[src/rtl/mmio_pkg.sv]
// Shared definitions for the MMIO controller: the I/O register map and the
// address slice that selects a register within the I/O window.
package mmio_pkg;

  typedef enum logic [1:0] {
    IO_STATUS  = 2'd0,
    IO_SWITCH  = 2'd1,
    IO_LED     = 2'd2,
    IO_DISPLAY = 2'd3
  } io_reg_e;

  localparam int REG_IDX_HI = 3;
  localparam int REG_IDX_LO = 2;

endpackage

[src/rtl/btn_debounce.sv]
// One push button: two-flop synchroniser, stability-count debouncer and
// rising-edge detect on the debounced level.
module btn_debounce #(
  parameter int DB_CYCLES = 100000
) (
  input  logic clk,
  input  logic reset,
  input  logic raw,
  output logic deb,
  output logic rise
);

  localparam int CNT_W = $clog2(DB_CYCLES);
  localparam logic [CNT_W-1:0] CNT_MAX = CNT_W'(DB_CYCLES - 1);

  logic [1:0]       sync_reg;
  logic             deb_reg;
  logic             deb_q_reg;
  logic [CNT_W-1:0] cnt_reg;

  always_ff @(posedge clk or posedge reset) begin
    if (reset) begin
      sync_reg  <= '0;
      deb_reg   <= 1'b0;
      deb_q_reg <= 1'b0;
      cnt_reg   <= '0;
    end else begin
      sync_reg  <= {sync_reg[0], raw};
      deb_q_reg <= deb_reg;
      // Any agreement restarts the count, so a bounce never accumulates.
      if (sync_reg[1] == deb_reg) begin
        cnt_reg <= '0;
      end else if (cnt_reg == CNT_MAX) begin
        deb_reg <= sync_reg[1];
        cnt_reg <= '0;
      end else begin
        cnt_reg <= cnt_reg + 1'b1;
      end
    end
  end

  assign deb  = deb_reg;
  assign rise = deb_reg & ~deb_q_reg;

endmodule

[src/rtl/mmio_io_ctrl.sv]
// Memory-mapped I/O controller: splits data space between dmem and a
// 4-register I/O window (status, switches, LEDs, 7-segment display).
module mmio_io_ctrl
  import mmio_pkg::*;
#(
  parameter int ADDR_W     = 8,
  parameter int IO_SEL_BIT = 7,
  parameter int NUM_BTN    = 2,
  parameter int SW_W       = 16,
  parameter int LED_W      = 12,
  parameter int DB_CYCLES  = 100000
) (
  input  logic              clk,
  input  logic              reset,
  input  logic              writeEn,
  input  logic              readEn,
  input  logic [ADDR_W-1:0] addr,
  input  logic [31:0]       writeData,
  output logic [31:0]       readData,
  output logic              memWe,
  input  logic [31:0]       memReadData,
  input  logic [NUM_BTN-1:0] btn,
  input  logic [SW_W-1:0]   switch,
  output logic [LED_W-1:0]  led,
  output logic [31:0]       display,
  output logic              btnPending
);

  logic         is_io;
  io_reg_e      reg_idx;
  logic         status_rd;
  logic         addr_unused;

  logic [SW_W-1:0]    sw_sync1_reg;
  logic [SW_W-1:0]    sw_sync2_reg;
  logic [LED_W-1:0]   led_reg;
  logic [31:0]        display_reg;
  logic [NUM_BTN-1:0] flag_reg;
  logic [NUM_BTN-1:0] rise_vec;
  logic [NUM_BTN-1:0] btn_deb_unused;

  assign is_io       = addr[IO_SEL_BIT];
  assign reg_idx     = io_reg_e'(addr[REG_IDX_HI:REG_IDX_LO]);
  assign status_rd   = readEn & is_io & (reg_idx == IO_STATUS);
  assign addr_unused = ^addr;

  assign memWe = writeEn & ~is_io;

  generate
    for (genvar gi = 0; gi < NUM_BTN; gi++) begin : g_btn
      btn_debounce #(
        .DB_CYCLES(DB_CYCLES)
      ) u_btn_debounce (
        .clk  (clk),
        .reset(reset),
        .raw  (btn[gi]),
        .deb  (btn_deb_unused[gi]),
        .rise (rise_vec[gi])
      );
    end
  endgenerate

  always_ff @(posedge clk or posedge reset) begin
    if (reset) begin
      sw_sync1_reg <= '0;
      sw_sync2_reg <= '0;
      led_reg      <= '0;
      display_reg  <= '0;
      flag_reg     <= '0;
    end else begin
      sw_sync1_reg <= switch;
      sw_sync2_reg <= sw_sync1_reg;
      // A press landing on the clearing read survives: set has priority.
      flag_reg <= (flag_reg & ~{NUM_BTN{status_rd}}) | rise_vec;
      if (writeEn && is_io) begin
        case (reg_idx)
          IO_LED:     led_reg     <= writeData[LED_W-1:0];
          IO_DISPLAY: display_reg <= writeData;
          default:    ;
        endcase
      end
    end
  end

  always_comb begin
    readData = memReadData;
    if (is_io) begin
      case (reg_idx)
        IO_STATUS:  readData = 32'(flag_reg);
        IO_SWITCH:  readData = 32'(sw_sync2_reg);
        IO_LED:     readData = 32'(led_reg);
        IO_DISPLAY: readData = display_reg;
        default:    readData = '0;
      endcase
    end
  end

  assign led        = led_reg;
  assign display    = display_reg;
  assign btnPending = |flag_reg;

endmodule
[config.mk]
export PLATFORM = sky130hd
export DESIGN_NAME = mmio_io_ctrl
export DESIGN_NICKNAME = d
export VERILOG_FILES = /design/src/rtl/mmio_pkg.sv /design/src/rtl/btn_debounce.sv /design/src/rtl/mmio_io_ctrl.sv
export SDC_FILE = /design/constraint.sdc
export NUM_CORES = 1
export LEC_CHECK = 0
export BUFFER_PORTS_ARGS = -buffer_cell sky130_fd_sc_hd__buf_2
export CORE_MARGIN = 4
export CORE_UTILIZATION = 35
export DETAILED_ROUTE_END_ITERATION = 6
export GPL_TIMING_DRIVEN = 0
export PLACE_DENSITY = 0.67
export SETUP_SLACK_MARGIN = 0.5
export SLEW_MARGIN = 20
export SYNTH_ARGS = -nofsm -noshare
export SYNTH_HDL_FRONTEND = slang
export SYNTH_HIERARCHICAL = 1
export SYNTH_SLANG_ARGS = --single-unit
[constraint.sdc]
create_clock -name clk -period 4.7 [get_ports clk]
set_input_delay 0 -clock clk [delete_from_list [all_inputs] [get_ports clk]]
set_output_delay 0 -clock clk [all_outputs]
set_load 0.02 [all_outputs]
After elaboration in Yosys (flattened, before gate mapping)
Index checks and enable logic that the tools add are counted.

Add/sub/neg operators: 2. $mul: 0. Div/mod/pow operators: 0. Magnitude comparators: 0. Eq/ne operators: 7. Shift operators: 0. Muxes and demuxes: 6. Bitwise gates (word level): 13. Reductions and logical operators: 7.

Operator list (number): $pmux W32 S4 (1); $mux W17 (4); $add A17 B1 Y17 const B (2); $eq A17 B17 Y1 const B (2); $mux W32 (1); $reduce_and A2 Y1 (4); $and A1 B1 Y1 (5); $not A1 Y1 (5); $eq A2 B2 Y1 const B (2); $and A2 B2 Y2 (1); $eq A1 B1 Y1 (2); $eq A2 B1 Y1 const B (1); $logic_not A2 Y1 (1); $not A2 Y2 (1); $or A2 B2 Y2 (1); $reduce_or A2 Y1 (1); $logic_and A1 B1 Y1 (1).

Bits in registers: 120. Latch bits: 0. Bits in writable memories: 0. Bits in read-only memories: 0. Input bits: 94. Output and inout port bits: 78. Logic and storage cells: 48. Memories: 0.

Depth between registers and ports, before layout
Depth in word-level cells: 5. Depth in mapped cells: 6. Gate-level depth less buffers: 5.

Hierarchy
Netlist, hierarchy kept.

By module, submodules not included: mmio_io_ctrl (instances 1, cells each 262, area an instance 3372.0 µm², seq. area each 1951.9 µm²); btn_debounce (instances 2, cells each 91, area an instance 969.7 µm², seq. area each 525.5 µm²).

Worst setup path after synthesis
Ideal clock, no wire load.

Path type: register to register. From: register g_btn[0].u_btn_debounce.cnt_reg[6]. To: register g_btn[0].u_btn_debounce.cnt_reg[11]. Setup time: 0.119 ns. Arrival: 1.629 ns. Data required time: 4.581 ns. Slack: 2.952 ns. Cell stages (with the launch flop): 6. Path buffers: 1. Cells stage by stage: dfrtp_1 or4b_1 nor4_2 a41o_2 buf_8 nor2_1.

Longest elaborated chain between the ends: 3. Elaborated cells between the ends (all ways): 4.

RTL lines: from (decl) (line btn_debounce.sv:19) `logic [CNT_W-1:0] cnt_reg;`; from (signal assigned) (line btn_debounce.sv:37) `cnt_reg <= cnt_reg + 1'b1;`; $add A17 B1 Y17 or $eq A17 B17 Y1 (tied branches) (line btn_debounce.sv:37, btn_debounce.sv:33); $mux W17 * (line btn_debounce.sv:33) `end else if (cnt_reg == CNT_MAX) begin`; $mux W17 * (line btn_debounce.sv:31) `if (sync_reg[1] == deb_reg) begin`.

Mark *: on every way between the ends. The rest lies on a longest branch, timed or not. A chain may end at the register's enable or synchronous reset.

Worst setup path after layout
From: register g_btn[1].u_btn_debounce.cnt_reg[6]. To: register g_btn[1].u_btn_debounce.cnt_reg[12].

Longest elaborated chain between the ends: 3. Elaborated cells between the ends (all ways): 4.

RTL lines (line): from (decl) (btn_debounce.sv:19); from (signal assigned) (btn_debounce.sv:37); $add A17 B1 Y17 or $eq A17 B17 Y1 (tied branches) (btn_debounce.sv:37, btn_debounce.sv:33); $mux W17 * (btn_debounce.sv:33); $mux W17 * (btn_debounce.sv:31).

Marked as above.

==> out/metrics.csv <==
stage,metric,value,unit
worst_hold_path,worst hold path class,input port to flip-flop,
timing,WHS,86.9,ps
pwr,Lkg Pwr,3.72,nW
cts,CTS max path bufs,2,
worst_setup_path,Bufs and invs on worst path,1,
logic_synthesis,Ys Warns,6,
pwr,Flop pwr share,38.8,%
global_routing,Overflow after GRT,0,
pwr,Peak supply drop,262,uV
cells_and_area,Antenna diodes,0,
timing,Final Cycle Share,41.8,%
pwr,Net Sw Frac,27.5,%
logic_synthesis,Mapped Cells,444,
worst_setup_path,reg-to-reg endpoint,g_btn[1].u_btn_debounce/cnt_reg[12],
logic_synthesis,top-count cell post-synth,dfrtp_1,
logic_synthesis,post-synthesis sequential element count,120,
cts,"CTS clk-pin slew, worst paths",60,ps
cts,CTS tree,done,
place,DP HPWL,10100,um
worst_hold_path,Worst Hold Launch,addr[7],
cts,worst skew pair latency,410,ps
cells_and_area,Largest register FFs,34,
floorplan,core area,14700,um2
floorplan,die height,131,um
timing,measured slew at the worst slew-check pin,791,ps
pwr,clock share of power,42.1,%
detailed_routing,1st-iter DRT viols,189,
timing,Final Skew,5.94,ps
timing,Final Slew Violations,0,
logic_synthesis,list of most frequent post-synthesis cells,"120 x dfrtp_1, 47 x nor2_1, 30 x mux2_4, 28 x mux2_2, 28 x nand2_1",
logic_synthesis,Synth cell types,36,
pwr,Cell Pwr Density,414,nW/um2
logic_synthesis,fraction of the yosys area taken by sequential cells,56.5,%
timing,setup_tns,0,ps
place,Port Buf Inserts,165,
worst_setup_path,RR Startpoint,g_btn[1].u_btn_debounce/cnt_reg[6],
worst_setup_path,R2R depth,5,
global_routing,antenna violations before repair,0,
timing,Tmin final,1970,ps
timing,"Worst Setup Slack, final",2730,ps
cts,Post-CTS Resized,0,
detailed_routing,routed vias,4268,
worst_setup_path,CP arrival,2250,ps
worst_setup_path,"delay-heaviest family, CP",simple AND/OR/NAND/NOR gates,
cells_and_area,Final nets,779,
worst_setup_path,worst path required time,4990,ps
place,Placer Congestion,0.827,
cts,Sink Count,120,
global_routing,pin count of the biggest net entering global routing,49,
floorplan,Placement Rows,44,
logic_synthesis,Most used DFF post-synth,dfrtp_1,
global_routing,first-pass GRT wire length,23100,um
timing,unrepaired setup endpoints after global routing,false,
worst_setup_path,worst path cell trace,or4b_1 > nor4_2 > a41o_2 > buf_8 > nor2_1,
cells_and_area,post-route insts no fill,880,
worst_setup_path,startpoint types,flip-flop,
floorplan,die width,131,um
logic_synthesis,"top cells by area, synth","dfrtp_1 57%, mux2_4 8.5%, mux2_2 5.9%",
detailed_routing,drt first pass iters,6,
detailed_routing,antenna-violating nets left,0,
logic_synthesis,"EDFF count, synth",0,
floorplan,Die ar.,17200,um2
detailed_routing,Vias/cell,4.85,
worst_setup_path,R2R Setup Slk,2730,ps
global_routing,Total GRT Usage,16.5,%
run,max_cap viols,0,
logic_synthesis,Async SR Flop Fraction,100,%
detailed_routing,Final Routed Wirelength,14000,um
pwr,sw power,860,uW
worst_setup_path,Crit Path Max Fanout,10,
worst_setup_path,WP depth,5,
run_status,result of the run,completed,
pwr,Combinational Power Share,19.1,%
cts,H-tree depth,4,
timing,Finish-stage setup viols,0,
cells_and_area,Filler Cell Count,1262,
cells_and_area,Area growth syn-to-layout,42.2,%
logic_synthesis,area fraction of the dominant cell type after synthesis,56.5,%
worst_hold_path,hold endpoint,led[10],
detailed_routing,DRC,0,
logic_synthesis,Syn Area/Cell,12.0,um2
pwr,Pint,2.27,mW
cts,clk root buf,clkbuf_16,
timing,"Hold Vio Cnt, Final",0,
worst_setup_path,max incr delay on CP,560,ps
detailed_routing,Wirelength per Cell,15.9,um
worst_setup_path,Crit. End Element,flip-flop,
place,DP Worst Slack,2750,ps
timing,highest clock rate,509,MHz
timing,Max transition margin,47.2,%
worst_setup_path,Setup CP Type,flip-flop to flip-flop,
cells_and_area,layout cells sized above 1,39.7,%
cts,total CTS buffers,17,
floorplan,starting density of the core,36.1,%
place,Inst Count DP,794,
worst_hold_path,hold depth,3,
floorplan,Top Ports,172,
global_routing,vias in the first global route,4401,
worst_setup_path,slowest CP cell,or4b_1,
logic_synthesis,Netlist Area Pre-Place,5310,um2
logic_synthesis,Post-Syn Nets,540,
logic_synthesis,"area leader, netlist",dfrtp_1,
pwr,Total Power,3.13,mW
## worst reg2reg max path: stages (launching register included)
cell and delay [ps]:
dfrtp_1 430, or4b_1 570, nor4_2 300, a41o_2 350
buf_8 150, nor2_1 50
## placed cells by master (no fill, tap or decap), types with 2 or more instances in the layout
cell             n
clkbuf_16       17
mux2_4          30
clkbuf_1         6
nor4_1          10
a22oi_1         10
xnor2_1         22
buf_6            3
a21oi_1         12
nor3b_1          2
inv_1           26
buf_8            2
buf_2          169
o21ai_0         18
dlygate4sd3_1   54
mux2_2          28
and4_1           2
nand3_1          9
inv_6            2
a21o_1           2
a41o_2           2
clkinv_2         3
o22ai_1          4
dfrtp_1        120
clkinv_4         5
xor2_1          10
ha_1             2
mux2i_1          6
nor3_1           6
or4b_1           2
buf_4            2
nor2b_1          7
nor2_1          47
nand4_1         12
nand2_1         28
and3_2           2
nor4_2           2
bufinv_16        3
## stage by stage
stage / utilization (%) / cell area, um2
floorplan: - / 5310
global placement: 43.3 / 6370
detailed placement: 43.5 / 6400
CTS: 51.4 / 7550
global route: 51.4 / 7550
finish: 51.4 / 7550
## cells by family after synthesis
family / count (synthesis) / synth area share (%)
simple gates: 133 / 12.5
buf+inv: 45 / 4.26
fa+ha+maj: 2 / 0.471
mux: 64 / 15.5
compound gates: 48 / 5.42
xor+xnor: 32 / 5.28
flops: 120 / 56.5
## how the worst max path moves through the flow
stage | startpoint | endpoint | slack (ps)
2_1_floorplan | reset | display[0] | 2700
3_5_place_dp | g_btn[1].u_btn_debounce/cnt_reg[6] | g_btn[1].u_btn_debounce/cnt_reg[12] | 2750
3_3_place_gp | reset | display[17] | 1810
4_1_cts | g_btn[1].u_btn_debounce/cnt_reg[6] | g_btn[1].u_btn_debounce/cnt_reg[12] | 2730
6_report | g_btn[1].u_btn_debounce/cnt_reg[6] | g_btn[1].u_btn_debounce/cnt_reg[12] | 2730
5_1_grt | g_btn[1].u_btn_debounce/cnt_reg[6] | g_btn[1].u_btn_debounce/cnt_reg[13] | 2620
## power by group through the flow
stage	sequential [mW]	combinational [mW]	clock (mW)
2_1_floorplan	1.32	0.250	0
3_3_place_gp	1.22	0.547	0
3_5_place_dp	1.23	0.557	0
4_1_cts	1.21	0.599	1.35
5_1_grt	1.23	0.637	1.40
6_report	1.22	0.596	1.32
## cell type report
| class | count | area [um2] | area share (%) |
|---|---|---|---|
| repair buffers | 220 | 1390 | 18.5 |
| plain buffers | 18 | 125 | 1.66 |
| clock inverters | 14 | 174 | 2.30 |
| flip-flops and latches | 120 | 3000 | 39.8 |
| multi-input cells | 279 | 2080 | 27.6 |
| clock buffers | 18 | 439 | 5.82 |
| well taps | 184 | 230 | 3.05 |
| inverters | 27 | 104 | 1.38 |
## per-layer routing
layer	GRT usage (%)	vias up	routed length (um)
li1	-	2006	-
met1	20.6	2092	6120
met2	27.8	154	6920
met3	5.20	16	791
met4	4.38	0	167
met5	0	-	0
## repair_timing
item / in CTS / in global routing
hold buffers: 54 / 0
setup endpoints to repair: 0 / 0
hold endpoints to repair: 138 / 0
setup buffers: 0 / 0
No activity file was read; power rests on OpenSTA's default activity.
